[config.mk]
export PLATFORM = sky130hd
export DESIGN_NAME = cond_alu_seq_flat
export DESIGN_NICKNAME = d
export VERILOG_FILES = /design/src/rtl/cond_alu_seq_if.sv /design/src/rtl/cond_alu_seq.sv /design/src/flat_wrapper.sv
export SDC_FILE = /design/constraint.sdc
export NUM_CORES = 1
export LEC_CHECK = 0
export BUFFER_PORTS_ARGS = -buffer_cell sky130_fd_sc_hd__buf_4
export CORE_ASPECT_RATIO = 1.1
export CORE_UTILIZATION = 55
export CTS_CLUSTER_DIAMETER = 60
export DETAILED_ROUTE_END_ITERATION = 8
export PLACE_DENSITY = 0.72
export SYNTH_ARGS = -nofsm -noshare
export SYNTH_HDL_FRONTEND = slang
export SYNTH_SLANG_ARGS = --single-unit
[constraint.sdc]
create_clock -name clk -period 4.4 [get_ports clk]
set_input_delay 0.22 -clock clk [delete_from_list [all_inputs] [get_ports clk]]
set_output_delay 0.22 -clock clk [all_outputs]
set_load 0.02 [all_outputs]
[src/rtl/cond_alu_seq_if.sv]
// cond_alu_seq_if: bundles the instruction handshake and the result
// handshake of the sequential conditional ALU.
//   master : decode-side view (drives the instruction, consumes the result)
//   slave  : ALU-side view (accepts the instruction, presents the result)
// Signals:
//   in_valid/in_ready   instruction handshake
//   cond, opcode, a, b, imm  instruction fields
//   out_valid/out_ready result handshake
//   result, result_we, skipped, flags  registered result and committed flags
interface cond_alu_seq_if #(
  parameter int W  = 16,
  parameter int IW = 7
);
  logic          in_valid;
  logic          in_ready;
  logic [1:0]    cond;
  logic [3:0]    opcode;
  logic [W-1:0]  a;
  logic [W-1:0]  b;
  logic [IW-1:0] imm;
  logic          out_valid;
  logic          out_ready;
  logic [W-1:0]  result;
  logic          result_we;
  logic          skipped;
  logic [3:0]    flags;

  modport master (
    output in_valid, cond, opcode, a, b, imm, out_ready,
    input  in_ready, out_valid, result, result_we, skipped, flags
  );

  modport slave (
    input  in_valid, cond, opcode, a, b, imm, out_ready,
    output in_ready, out_valid, result, result_we, skipped, flags
  );
endinterface

[src/rtl/cond_alu_seq.sv]
// cond_alu_seq: sequential conditional ALU. Accepts one instruction per
// handshake, evaluates its 2-bit condition against the committed flags,
// executes single-cycle ops directly or a W-cycle shift-add multiply, and
// holds a registered result until the consumer takes it.
// Ports:
//   clk  rising-edge clock
//   rst  asynchronous active-high reset
//   bus  cond_alu_seq_if slave modport (instruction in, result out)
// Flags are packed {Z,N,C,V}.
module cond_alu_seq #(
  parameter int W  = 16,
  parameter int IW = 7
) (
  input logic           clk,
  input logic           rst,
  cond_alu_seq_if.slave bus
);

  localparam int SW = $clog2(W);
  localparam logic [3:0] OP_MUL = 4'h2;

  typedef enum logic [1:0] {IDLE, MUL, DONE} state_t;
  typedef enum logic [1:0] {FK_NONE, FK_ADD, FK_SUB, FK_LOGIC} flag_kind_t;

  state_t          state;
  logic            out_valid_q;
  logic [W-1:0]    result_q;
  logic            we_q;
  logic            skipped_q;
  logic [3:0]      flags_q;

  logic [2*W-1:0]  acc;
  logic [2*W-1:0]  mcand;
  logic [W-1:0]    mplier;
  logic [SW-1:0]   cnt;

  logic            accept;
  logic            cond_ok;
  logic [W:0]      add_w;
  logic [W:0]      sub_w;
  logic            add_v;
  logic            sub_v;
  logic [W-1:0]    imm_ext;
  logic [SW-1:0]   s;
  logic [W-1:0]    op_res;
  logic            op_we;
  logic [3:0]      op_flags;
  flag_kind_t      fk;
  logic [2*W-1:0]  acc_next;
  logic [3:0]      mul_flags;

  // Handshake: idle always takes work; a finished result can be retired and
  // replaced in the same cycle, so DONE forwards out_ready.
  assign bus.in_ready  = (state == IDLE) || ((state == DONE) && bus.out_ready);
  assign accept        = bus.in_valid && bus.in_ready;
  assign bus.out_valid = out_valid_q;
  assign bus.result    = result_q;
  assign bus.result_we = we_q;
  assign bus.skipped   = skipped_q;
  assign bus.flags     = flags_q;

  // Condition against the committed flags; a back-to-back instruction sees
  // the flags of the result currently being retired.
  always_comb begin
    cond_ok = 1'b1;
    case (bus.cond)
      2'b01:   cond_ok = flags_q[3];
      2'b10:   cond_ok = !flags_q[3];
      2'b11:   cond_ok = flags_q[2] ^ flags_q[0];
      default: cond_ok = 1'b1;
    endcase
  end

  // Single-cycle datapath. Adder and subtractor carry an extra bit so the
  // carry/borrow comes straight out of the top bit.
  always_comb begin
    add_w   = {1'b0, bus.a} + {1'b0, bus.b};
    sub_w   = {1'b0, bus.a} - {1'b0, bus.b};
    add_v   = (bus.a[W-1] == bus.b[W-1]) && (add_w[W-1] != bus.a[W-1]);
    sub_v   = (bus.a[W-1] != bus.b[W-1]) && (sub_w[W-1] != bus.a[W-1]);
    imm_ext = '0;
    imm_ext[IW-1:0] = bus.imm;
    s       = bus.imm[SW-1:0];
    op_res  = '0;
    op_we   = 1'b1;
    fk      = FK_NONE;
    case (bus.opcode)
      4'h0: begin op_res = add_w[W-1:0]; fk = FK_ADD; end
      4'h1: begin op_res = sub_w[W-1:0]; fk = FK_SUB; end
      4'h3: begin op_res = bus.a | bus.b; fk = FK_LOGIC; end
      4'h4: begin op_res = bus.a & bus.b; fk = FK_LOGIC; end
      4'h5: begin op_res = bus.a ^ bus.b; fk = FK_LOGIC; end
      4'h6: op_res = imm_ext;
      4'h7: op_res = bus.a;
      4'h8: op_res = bus.a >> s;
      4'h9: op_res = bus.a << s;
      // With s = 0 the left shift by W yields zero, leaving a unchanged.
      4'hA: op_res = (bus.a >> s) | (bus.a << (W - int'(s)));
      4'hB: begin op_res = sub_w[W-1:0]; op_we = 1'b0; fk = FK_SUB; end
      4'hC: op_res = imm_ext;
      4'hD: op_res = bus.a;
      4'hE: begin op_res = bus.a; op_we = 1'b0; end
      4'hF: begin op_res = '0; op_we = 1'b0; end
      default: op_res = '0;
    endcase
    case (fk)
      FK_ADD:   op_flags = {~|add_w[W-1:0], add_w[W-1], add_w[W], add_v};
      FK_SUB:   op_flags = {~|sub_w[W-1:0], sub_w[W-1], sub_w[W], sub_v};
      FK_LOGIC: op_flags = {~|op_res, op_res[W-1], 2'b00};
      default:  op_flags = flags_q;
    endcase
  end

  // One multiplier bit per cycle; the multiplicand walks left through a
  // double-width register so the accumulator holds the full product.
  always_comb begin
    acc_next  = mplier[0] ? (acc + mcand) : acc;
    mul_flags = {~|acc_next[W-1:0], acc_next[W-1],
                 |acc_next[2*W-1:W], |acc_next[2*W-1:W]};
  end

  // Control FSM. Acceptance takes priority: it can happen from IDLE or from
  // DONE while the previous result is being retired.
  always_ff @(posedge clk or posedge rst) begin
    if (rst) begin
      state       <= IDLE;
      out_valid_q <= 1'b0;
      result_q    <= '0;
      we_q        <= 1'b0;
      skipped_q   <= 1'b0;
      flags_q     <= '0;
      acc         <= '0;
      mcand       <= '0;
      mplier      <= '0;
      cnt         <= '0;
    end else if (accept) begin
      if (!cond_ok) begin
        result_q    <= '0;
        we_q        <= 1'b0;
        skipped_q   <= 1'b1;
        out_valid_q <= 1'b1;
        state       <= DONE;
      end else if (bus.opcode == OP_MUL) begin
        mcand       <= {{W{1'b0}}, bus.a};
        mplier      <= bus.b;
        acc         <= '0;
        cnt         <= '0;
        out_valid_q <= 1'b0;
        state       <= MUL;
      end else begin
        result_q    <= op_res;
        we_q        <= op_we;
        skipped_q   <= 1'b0;
        flags_q     <= op_flags;
        out_valid_q <= 1'b1;
        state       <= DONE;
      end
    end else begin
      case (state)
        MUL: begin
          acc    <= acc_next;
          mcand  <= mcand << 1;
          mplier <= mplier >> 1;
          // The last iteration registers its own accumulation directly.
          if (cnt == SW'(W - 1)) begin
            result_q    <= acc_next[W-1:0];
            we_q        <= 1'b1;
            skipped_q   <= 1'b0;
            flags_q     <= mul_flags;
            out_valid_q <= 1'b1;
            state       <= DONE;
          end else begin
            cnt <= cnt + 1'b1;
          end
        end
        DONE: begin
          if (bus.out_ready) begin
            out_valid_q <= 1'b0;
            state       <= IDLE;
          end
        end
        default: begin
        end
      endcase
    end
  end

endmodule

[src/flat_wrapper.sv]
// flat-port wrapper written by rule: the top's interface ports become plain ports
module cond_alu_seq_flat 
#(
  parameter int W  = 16,
  parameter int IW = 7
)
  (clk, rst, bus_in_valid, bus_cond, bus_opcode, bus_a, bus_b, bus_imm, bus_out_ready, bus_in_ready, bus_out_valid, bus_result, bus_result_we, bus_skipped, bus_flags);
  cond_alu_seq_if #(.W(W), .IW(IW)) bus_i ();
  input logic clk;
  input logic rst;
  input wire logic [$bits(bus_i.in_valid)-1:0] bus_in_valid;
  input wire logic [$bits(bus_i.cond)-1:0] bus_cond;
  input wire logic [$bits(bus_i.opcode)-1:0] bus_opcode;
  input wire logic [$bits(bus_i.a)-1:0] bus_a;
  input wire logic [$bits(bus_i.b)-1:0] bus_b;
  input wire logic [$bits(bus_i.imm)-1:0] bus_imm;
  input wire logic [$bits(bus_i.out_ready)-1:0] bus_out_ready;
  output wire logic [$bits(bus_i.in_ready)-1:0] bus_in_ready;
  output wire logic [$bits(bus_i.out_valid)-1:0] bus_out_valid;
  output wire logic [$bits(bus_i.result)-1:0] bus_result;
  output wire logic [$bits(bus_i.result_we)-1:0] bus_result_we;
  output wire logic [$bits(bus_i.skipped)-1:0] bus_skipped;
  output wire logic [$bits(bus_i.flags)-1:0] bus_flags;
  assign bus_i.in_valid = bus_in_valid;
  assign bus_i.cond = bus_cond;
  assign bus_i.opcode = bus_opcode;
  assign bus_i.a = bus_a;
  assign bus_i.b = bus_b;
  assign bus_i.imm = bus_imm;
  assign bus_i.out_ready = bus_out_ready;
  assign bus_in_ready = bus_i.in_ready;
  assign bus_out_valid = bus_i.out_valid;
  assign bus_result = bus_i.result;
  assign bus_result_we = bus_i.result_we;
  assign bus_skipped = bus_i.skipped;
  assign bus_flags = bus_i.flags;
  cond_alu_seq #(.W(W), .IW(IW)) u_core (.clk(clk), .rst(rst), .bus(bus_i));
endmodule
# Word-level counts from Yosys, hierarchy flattened
# Index checks and enable logic that the tools add are counted.
[classes]
eq_ne = 36
n_reduce_logical = 30
addsub = 5
multipliers = 0
div_mod_pow = 0
shifts = 3
order_cmp = 0
bitwise = 5
n_mux = 54
[op_table]
columns = ["operator", "count"]
rows = [
  ["2-to-1 mux 32 bit", 9],
  ["one-hot mux 16 bit (10 select lines)", 1],
  ["2-to-1 mux 16 bit", 9],
  ["OR reduction 16 bit", 5],
  ["2-to-1 mux 4 bit", 10],
  ["equality test 4 bit, second input constant", 9],
  ["adder 32 bit", 1],
  ["OR 16 bit", 2],
  ["<< shifter 16 x 32 -> 16 bit", 1],
  ["adder 16 x 16 -> 17 bit", 1],
  ["subtractor 16 x 16 -> 17 bit", 1],
  ["bitwise AND 16 bit", 1],
  ["equality test 4 x 3 -> 1 bit, second input constant", 4],
  ["<< shifter 16 x 4 -> 16 bit", 1],
  ["right shift 16 x 4 -> 16 bit", 1],
  ["bitwise XOR 16 bit", 1],
  ["2-to-1 mux 1 bit", 15],
  ["one-hot mux 4 bit (3 select lines)", 1],
  ["equality test 2 bit, second input constant", 5],
  ["2-to-1 mux 2 bit", 5],
  ["AND reduction 3 bit", 3],
  ["OR reduction 3 bit", 3],
  ["equality test 4 x 2 -> 1 bit, second input constant", 2],
  ["equality test 2 x 1 -> 1 bit, second input constant", 3],
  ["other kinds (26)", 39],
]
[word_totals]
word_cells = 143
rom_bits = 0
latchBits = 0
in_bits = 49
register_bits = 109
mem_count = 0
ram_bits = 0
output_inout_bits = 24

# Depth between registers and ports, before layout
# Gate-level depths: netlist of the first run.
[logic_depth]
depth_word = 10
ltp_mapped = 16
ltp_nobuf = 14

# Worst setup path before layout of the first run
# Ideal clock, no wire load.
[synth_path]
kind = "in2reg"
startpoint = "input bus_imm[0]"
endpoint = "register u_core.result_q[14], in the netlist u_core.bus.result[14]"
setup_slack_ps = 732
required_ps = 4275
setup_time_ps = 125
arrival_ps = 3544
path_buffers = 3
path_stages = 13
path_cell_list = "buf_6 inv_1 clkbuf_1 ha_1 buf_2 mux4_2 and4_1 a2111oi_2 o2111a_1 a2111oi_0 or4_1 a31o_1 mux2_2"
[synth_via]
elab_chain_cells = 7
elab_cells_between_ends = 9
classes_between = "1 x add/sub; 3 x shift; 4 x mux; 1 x bitwise"
[synth_rtl]
columns = ["element", "line", "source"]
rows = [
  ["from (decl)", "flat_wrapper.sv:16", "input wire logic [$bits(bus_i.imm)-1:0] bus_imm;"],
  ["subtractor 5 x 4 -> 6 bit", "cond_alu_seq.sv:98", "4'hA: op_res = (bus.a >> s) | (bus.a << (W - int'(s)));"],
  ["<< shifter 16 x 32 -> 16 bit", "cond_alu_seq.sv:98", ""],
  ["OR 16 bit", "cond_alu_seq.sv:98", ""],
  ["one-hot mux 16 bit (10 select lines) (*)", "cond_alu_seq.sv:87", "case (bus.opcode)"],
  ["2-to-1 mux 16 bit (*)", "cond_alu_seq.sv:143", "end else if (bus.opcode == OP_MUL) begin"],
  ["2-to-1 mux 16 bit (*)", "cond_alu_seq.sv:137", "if (!cond_ok) begin"],
  ["2-to-1 mux 16 bit (*)", "cond_alu_seq.sv:136", "end else if (accept) begin"],
  ["to (signal assigned)", "cond_alu_seq.sv:151", "result_q <= op_res;"],
  ["to (signal assigned)", "cond_alu_seq.sv:166", "result_q <= acc_next[W-1:0];"],
  ["to (decl)", "cond_alu_seq.sv:27", "logic [W-1:0] result_q;"],
]
# Every way passes the cells marked *; elsewhere a longest branch is shown, timed or not. The select of a mux whose other input is x is not followed.
# A chain may end at the register's enable or synchronous reset.

# Final worst setup path of the first run
[layout_path]
startpoint = "register u_core.mcand[4]"
endpoint = "register u_core.flags_q[3], in the netlist u_core.bus.flags[3]"
[layout_via]
elab_chain_cells = 7
[layout_rtl]
columns = ["element", "line", "source"]
rows = [
  ["from (decl)", "cond_alu_seq.sv:33", "logic [2*W-1:0] mcand;"],
  ["from (signal assigned)", "cond_alu_seq.sv:144", "mcand <= {{W{1'b0}}, bus.a};"],
  ["from (signal assigned)", "cond_alu_seq.sv:162", "mcand <= mcand << 1;"],
  ["adder 32 bit", "cond_alu_seq.sv:117", "acc_next = mplier[0] ? (acc + mcand) : acc;"],
  ["2-to-1 mux 32 bit", "cond_alu_seq.sv:117", ""],
  ["OR reduction 16 bit", "cond_alu_seq.sv:118", "mul_flags = {~|acc_next[W-1:0], acc_next[W-1],"],
  ["zero test 1 bit", "cond_alu_seq.sv:118", ""],
  ["2-to-1 mux 4 bit", "cond_alu_seq.sv:165", "if (cnt == SW'(W - 1)) begin"],
  ["2-to-1 mux 4 bit", "cond_alu_seq.sv:159", "case (state)"],
  ["2-to-1 mux 4 bit", "cond_alu_seq.sv:136", ""],
  ["to (signal assigned)", "cond_alu_seq.sv:154", "flags_q <= op_flags;"],
  ["to (signal assigned)", "cond_alu_seq.sv:169", "flags_q <= mul_flags;"],
  ["to (decl)", "cond_alu_seq.sv:30", "logic [3:0] flags_q;"],
]
# Every way passes these cells. The select of a mux whose other input is x is not followed.

==> flow_summary_export.csv, run 1 <==
group,metric,value,unit
hold_path,hold_class,"in -> async",
logic_synthesis,synth_cells,1566,
pwr,ir_drop,0.000160,V
global_routing,grt_pass1_vias,12500,
critical_path,cp_data_arrival_time,4.36,ns
clocking,clk_latency,0.37,ns
critical_path,critPathLaunchType,"flop",
clocking,post_cts_buffers,0,
sta,max_slew_margin,20.4,%
sta,hold_ws,0.0554,ns
logic_synthesis,synthTopCellsByCount,"nand2_1 (172), o21ai_0 (122), dfrtp_1 (108)",
clocking,root_buffer,"clkbuf_16",
floorplan,die_h,161,um
global_routing,grtUsageTotal,39.4,%
routing,postRouteAntennaNets,0,
logic_synthesis,synth_warnings,0,
logic_synthesis,yosysSeqAreaShare,21.3,%
logic_synthesis,synth_area_leaders,"dfrtp_1 (21%), ha_1 (8.3%), mux4_2 (5.9%)",
critical_path,path_cells,"ha_1 > o211ai_1 > o21a_1 > or4_1 > and4_1 > a2111oi_1 > nand4_1 > nor4_1 > a211o_1 > nor3b_1 > nor2_1",
global_routing,grt-ovfl-total,0,
clocking,cts.sinks,108,
logic_synthesis,synth.avg_cell_area,8.11,sq um
sta,finalCritPeriodShare,92.6,%
finish,drive_gt1_share,13.2,%
clocking,clock_path_buffers,2,
critical_path,crit_slowest_cell,"nor4_1",
routing,drc_errors,0,
global_routing,grt_max_degree,75,
finish,layout.nets,1705,
global_routing,grt_pass1_wl,72.1,mm
critical_path,critical_path_class,"reg -> reg",
logic_synthesis,yosys.area.top_type,"dfrtp_1",
sta,rsz0062_at_grt,"no",
place,placed_cells,1853,
logic_synthesis,ys_seq_elements,108,
critical_path,crit_path_max_fanout,9,
logic_synthesis,yosysMostFrequentCell,"nand2_1",
pwr,power.leakage,5.88,nW
routing,dr.pass1.iters,6,
sta,fin_tns_setup,0,ns
clocking,h-tree-depth,3,
clocking,cts_buffers,9,
place,gp_congestion,1.03,
floorplan,ios,73,
finish,nFillCells,2075,
sta,slew_viol_final,0,
critical_path,critPathBufInv,0,
logic_synthesis,synthDistinctLibCells,95,
floorplan,num_rows,57,
logic_synthesis,syn_area,0.0127,sq mm
routing,vias,13200,
critical_path,cpLargestDelayFamily,"simple AND/OR/NAND/NOR gates",
clocking,cts_tree,"built",
clocking,clk_pin_slew_worst_paths,0.09,ns
logic_synthesis,synth-edff-count,0,
logic_synthesis,netlist.area_leader.share,21.3,%
run,cap_violations,0,
sta,hold_viol,0,
critical_path,crit_required,4.69,ns
logic_synthesis,synth.net_count,1702,
sta,layout_min_cycle_time,4.08,ns
sta,fmax,0.245,GHz
routing,drt-vias-per-instance,7.06,
routing,wl_per_cell,24.9,um
floorplan,core,0.0224,sq mm
global_routing,grt_antenna_before_repair,1,
floorplan,start_util,56.7,%
routing,drtIter0Drc,1658,
sta,clock_skew,0.0215,ns
critical_path,cpPeakStageDelay,0.72,ns
logic_synthesis,ys.flop_type,"dfrtp_1",
sta,tightestPinTransition,1.19,ns
floorplan,chipWidth,147,um
outcome,outcome,"complete, no violations",
pwr,p_per_area,204,mW/mm^2
finish,final_cell_count_no_fill,1870,
place,place_hpwl,34.9,mm
logic_synthesis,synthArstFlopShare,100,%
finish,syn2layout_area_growth,7.85,%
routing,routed_wl,46.6,mm
critical_path,worst_setup_path_end_kind,"flop",
sta,setup_viol,0,
place,io_buffers,72,
floorplan,dieArea,0.0237,sq mm
[layout make-up]
| type | count | area, sq um | share of cell area [%] |
|---|---|---|---|
| Antenna cell | 1 | 2.50 | 0.0183 |
| Clock buffer | 9 | 225 | 1.65 |
| Clock inverter | 7 | 86.3 | 0.631 |
| Inverter | 70 | 265 | 1.94 |
| Multi-Input combinational cell | 1274 | 9240 | 67.5 |
| Sequential cell | 108 | 2700 | 19.8 |
| Tap cell | 295 | 369 | 2.70 |
| Timing Repair Buffer | 106 | 796 | 5.81 |
[registers in the layout, indices dropped and copies added, names as in the netlist]
register              flops
u_core.bus.result_we      1
u_core.state              1
u_core.bus.result        16
u_core.acc               32
u_core.bus.flags          4
u_core.bus.out_valid      1
u_core.cnt                4
u_core.mplier            16
u_core.bus.skipped        1
u_core.mcand             32
[metal layers]
metal | routed length, um | vias up | track usage [%]
met1 | 18200 | 6340 | 49.5
met2 | 21600 | 766 | 64.3
li1 | - | 5921 | -
met3 | 4010 | 175 | 6.64
met4 | 2820 | 0 | 22.1
met5 | 0 | - | 0
[stage by stage]
| step | total power [W] | instance area, sq um | worst slack, ns | utilization, % |
|---|---|---|---|---|
| after floorplan | 0.00161 | 12700 | 0.732 | - |
| after global placement | 0.00190 | 13400 | 0.266 | 59.7 |
| after detailed placement | 0.00191 | 13400 | 0.209 | 59.7 |
| after CTS | 0.00277 | 13700 | 0.172 | 61.1 |
| after global routing | 0.00288 | 13700 | 0.153 | 61.1 |
| final | 0.00279 | 13700 | 0.324 | 61.1 |
[layout by cell type (no fill, tap or decap), types with 19 or more instances in the layout]
| cell | Yosys | routed |
|---|---|---|
| nand3_1 | 41 | 41 |
| mux2i_1 | 72 | 72 |
| o21ai_0 | 122 | 122 |
| xnor2_1 | 30 | 30 |
| nand2b_1 | 21 | 21 |
| ha_1 | 84 | 84 |
| a21oi_1 | 81 | 81 |
| nand2_1 | 172 | 172 |
| o22ai_1 | 26 | 26 |
| a21o_1 | 19 | 19 |
| dfrtp_1 | 108 | 107 |
| nand4_1 | 21 | 21 |
| nor2_1 | 106 | 104 |
| mux4_2 | 33 | 33 |
| inv_1 | 68 | 67 |
| buf_4 | 2 | 106 |
| nor2b_1 | 23 | 23 |
| nor3_1 | 38 | 38 |
[power breakdown]
group | internal [W] | leakage (nW) | switching, W
clock | 0.000416 | 0.153 | 0.000456
sequential | 0.000992 | 1.49 | 0
combinational | 0.000347 | 4.24 | 0.000585
total | 0.00175 | 5.88 | 0.00104
[what timing repair did]
action / CTS / global route
hold buffers: 0 / 0
setup endpoints to repair: 0 / 1
resized for setup: 0 / 1
[cells by family after synthesis]
group | synth area share, %
and+or+nand+nor | 20.6
adders and majority gates | 8.75
buffers and inverters | 6.04
AOI/OAI and AO/OA | 26.5
xor gates and xnor gates | 3.10
muxes | 13.7
DFF | 21.3
[path summary, 6_finish.rpt]
kind                                         startpoint                          endpoint  slack (ns)  cells after the start
setup reg to reg            u_core.mcand[4]$_DFFE_PP0P_   u_core.bus.flags[3]$_DFFE_PP0P_        0.32                     11
setup / recovery            u_core.mcand[4]$_DFFE_PP0P_   u_core.bus.flags[3]$_DFFE_PP0P_        0.32                     11
hold / removal                                      rst     u_core.mplier[12]$_DFFE_PP0P_        0.06                      2
max in group asynchronous                           rst  u_core.bus.result[0]$_DFFE_PP0P_        3.26                      3
min in group clk                               bus_b[3]      u_core.mplier[3]$_DFFE_PP0P_        0.18                      3
hold reg to reg            u_core.mplier[9]$_DFFE_PP0P_      u_core.mplier[9]$_DFFE_PP0P_        0.49                      2
Note: power is estimated with default switching activity, not from simulation.
==> run 2, diff against run 1 <==
--- a/config.mk
+++ b/config.mk
@@ -11,6 +11,7 @@
 export CTS_CLUSTER_DIAMETER = 60
 export DETAILED_ROUTE_END_ITERATION = 8
 export PLACE_DENSITY = 0.72
+export RECOVER_POWER = 25
 export SYNTH_ARGS = -nofsm -noshare
 export SYNTH_HDL_FRONTEND = slang
 export SYNTH_SLANG_ARGS = --single-unit
==> flow_summary_export.csv, run 2 (synthesis gave the netlist of run 1 again) <==
group,metric,value,unit
outcome,outcome,"complete, but fails checks",
outcome,violations,"max-capacitance violations, max-slew violations",
finish,layout.nets,1705,
routing,wl_per_cell,24.8,um
clocking,clock_path_buffers,2,
sta,setup_viol,0,
finish,final_cell_count_no_fill,1870,
floorplan,core,0.0224,sq mm
clocking,clk_latency,0.37,ns
global_routing,grt_max_degree,75,
sta,clock_skew,0.0218,ns
sta,fmax,0.245,GHz
critical_path,cp_data_arrival_time,4.36,ns
pwr,power.leakage,5.88,nW
sta,slew_viol_final,75,
place,gp_congestion,1.03,
place,place_hpwl,34.9,mm
routing,routed_wl,46.4,mm
sta,tightestPinTransition,3.36,ns
sta,max_slew_margin,-125,%
critical_path,critical_path_class,"reg -> reg",
pwr,ir_drop,0.000160,V
routing,drc_errors,0,
global_routing,grt-ovfl-total,0,
clocking,hold_buffers,0,
finish,final_cell_mix,"nand2_1 (172), o21ai_0 (122), dfrtp_1 (107)",
global_routing,grt_pass1_wl,72.1,mm
place,dp_slack,0.209,ns
critical_path,crit_required,4.69,ns
run,cap_violations,1,
sta,hold_viol,0,
clocking,clk_pin_slew_worst_paths,0.09,ns
clocking,h-tree-depth,3,
pwr,total_power,0.00279,W
place,io_buffers,72,
finish,drive_gt1_share,13.2,%
clocking,root_buffer,"clkbuf_16",
sta,rsz0062_at_grt,"no",
critical_path,crit_path_max_fanout,9,
sta,layout_min_cycle_time,4.07,ns
finish,syn2layout_area_growth,7.84,%
floorplan,dieArea,0.0237,sq mm
global_routing,grtUsageTotal,39.4,%
sta,setup_ws,0.325,ns
floorplan,chipWidth,147,um
routing,drtIter0Drc,1619,
floorplan,die_h,161,um
place,placed_cells,1853,
finish,final_common_cell,"nand2_1",
global_routing,grt_antenna_before_repair,1,
sta,finalCritPeriodShare,92.6,%
clocking,cts_tree,"built",
floorplan,num_rows,57,
sta,fin_tns_setup,0,ns
clocking,cts.sinks,108,
routing,vias,13200,
routing,drt-vias-per-instance,7.04,
floorplan,ios,73,
finish,top_regs,"u_core.acc: 32 flops, u_core.mcand: 32 flops",
clocking,cts_buffers,9,
floorplan,start_util,56.7,%
sta,hold_ws,0.181,ns
routing,postRouteAntennaNets,0,
hold_path,hold_class,"in -> reg",
global_routing,grt_pass1_vias,12500,
critical_path,critPathLaunchType,"flop",
routing,dr.pass1.iters,6,
critical_path,worst_setup_path_end_kind,"flop",
pwr,p_per_area,204,mW/mm^2
run 2: worst paths after layout:
kind	endpoint	slack (ns)	cells past startpoint	from
worst max-delay path	u_core.bus.flags[3]$_DFFE_PP0P_	0.33	11	u_core.mcand[4]$_DFFE_PP0P_
worst max register to register	u_core.bus.flags[3]$_DFFE_PP0P_	0.33	11	u_core.mcand[4]$_DFFE_PP0P_
worst min-delay path	u_core.mplier[3]$_DFFE_PP0P_	0.18	3	bus_b[3]
worst min register to register	u_core.mplier[9]$_DFFE_PP0P_	0.49	2	u_core.mplier[9]$_DFFE_PP0P_
min in group asynchronous	u_core.mplier[12]$_DFFE_PP0P_	0.83	2	rst
max in group asynchronous	u_core.mplier[0]$_DFFE_PP0P_	1.90	2	rst
run 2: timing repair:
| item | CTS | global route |
|---|---|---|
| endpoints found under the setup margin | 0 | 1 |
| resized for setup | 0 | 1 |
| setup buffers | 0 | 0 |
run 2: final cells by class:
type                            instances  area [sq um]
Multi-Input combinational cell       1274          9240
Fill cell                            2076          8710
Sequential cell                       108          2700
Timing Repair Buffer                  106           796
Tap cell                              295           369
Inverter                               70           264
Clock buffer                            9           225
Clock inverter                          7          86.3
Antenna cell                            1          2.50
run 2: routing by layer:
metal | routed length, um | up-vias | share of wire, % | track usage (%)
li1 | - | 5915 | - | -
met1 | 18100 | 6349 | 39 | 49.5
met2 | 21600 | 732 | 47 | 64.3
met3 | 3950 | 166 | 8.5 | 6.64
met4 | 2800 | 0 | 6.0 | 22.1
met5 | 0 | - | 0 | 0
run 2: power by group:
group          switching, W  internal [W]
Combinational      0.000582      0.000347
Clock              0.000458      0.000416
Sequential                0      0.000992
Total               0.00104       0.00175
run 2: critical path, cell delays in order, from the launching register on:
cell	delay, ns
dfrtp_1	0.43
ha_1	0.44
o211ai_1	0.16
o21a_1	0.25
or4_1	0.61
and4_1	0.25
a2111oi_1	0.56
nand4_1	0.21
nor4_1	0.72
a211o_1	0.20
nor3b_1	0.06
nor2_1	0.10
run 2: metrics by stage:
step           instance area [sq um]  util, %
3_5_place_dp                   13400     59.7
4_1_cts                        13700     61.1
2_1_floorplan                  12700        -
6_report                       13700     61.1
3_3_place_gp                   13400     59.7
5_1_grt                        13700     61.1
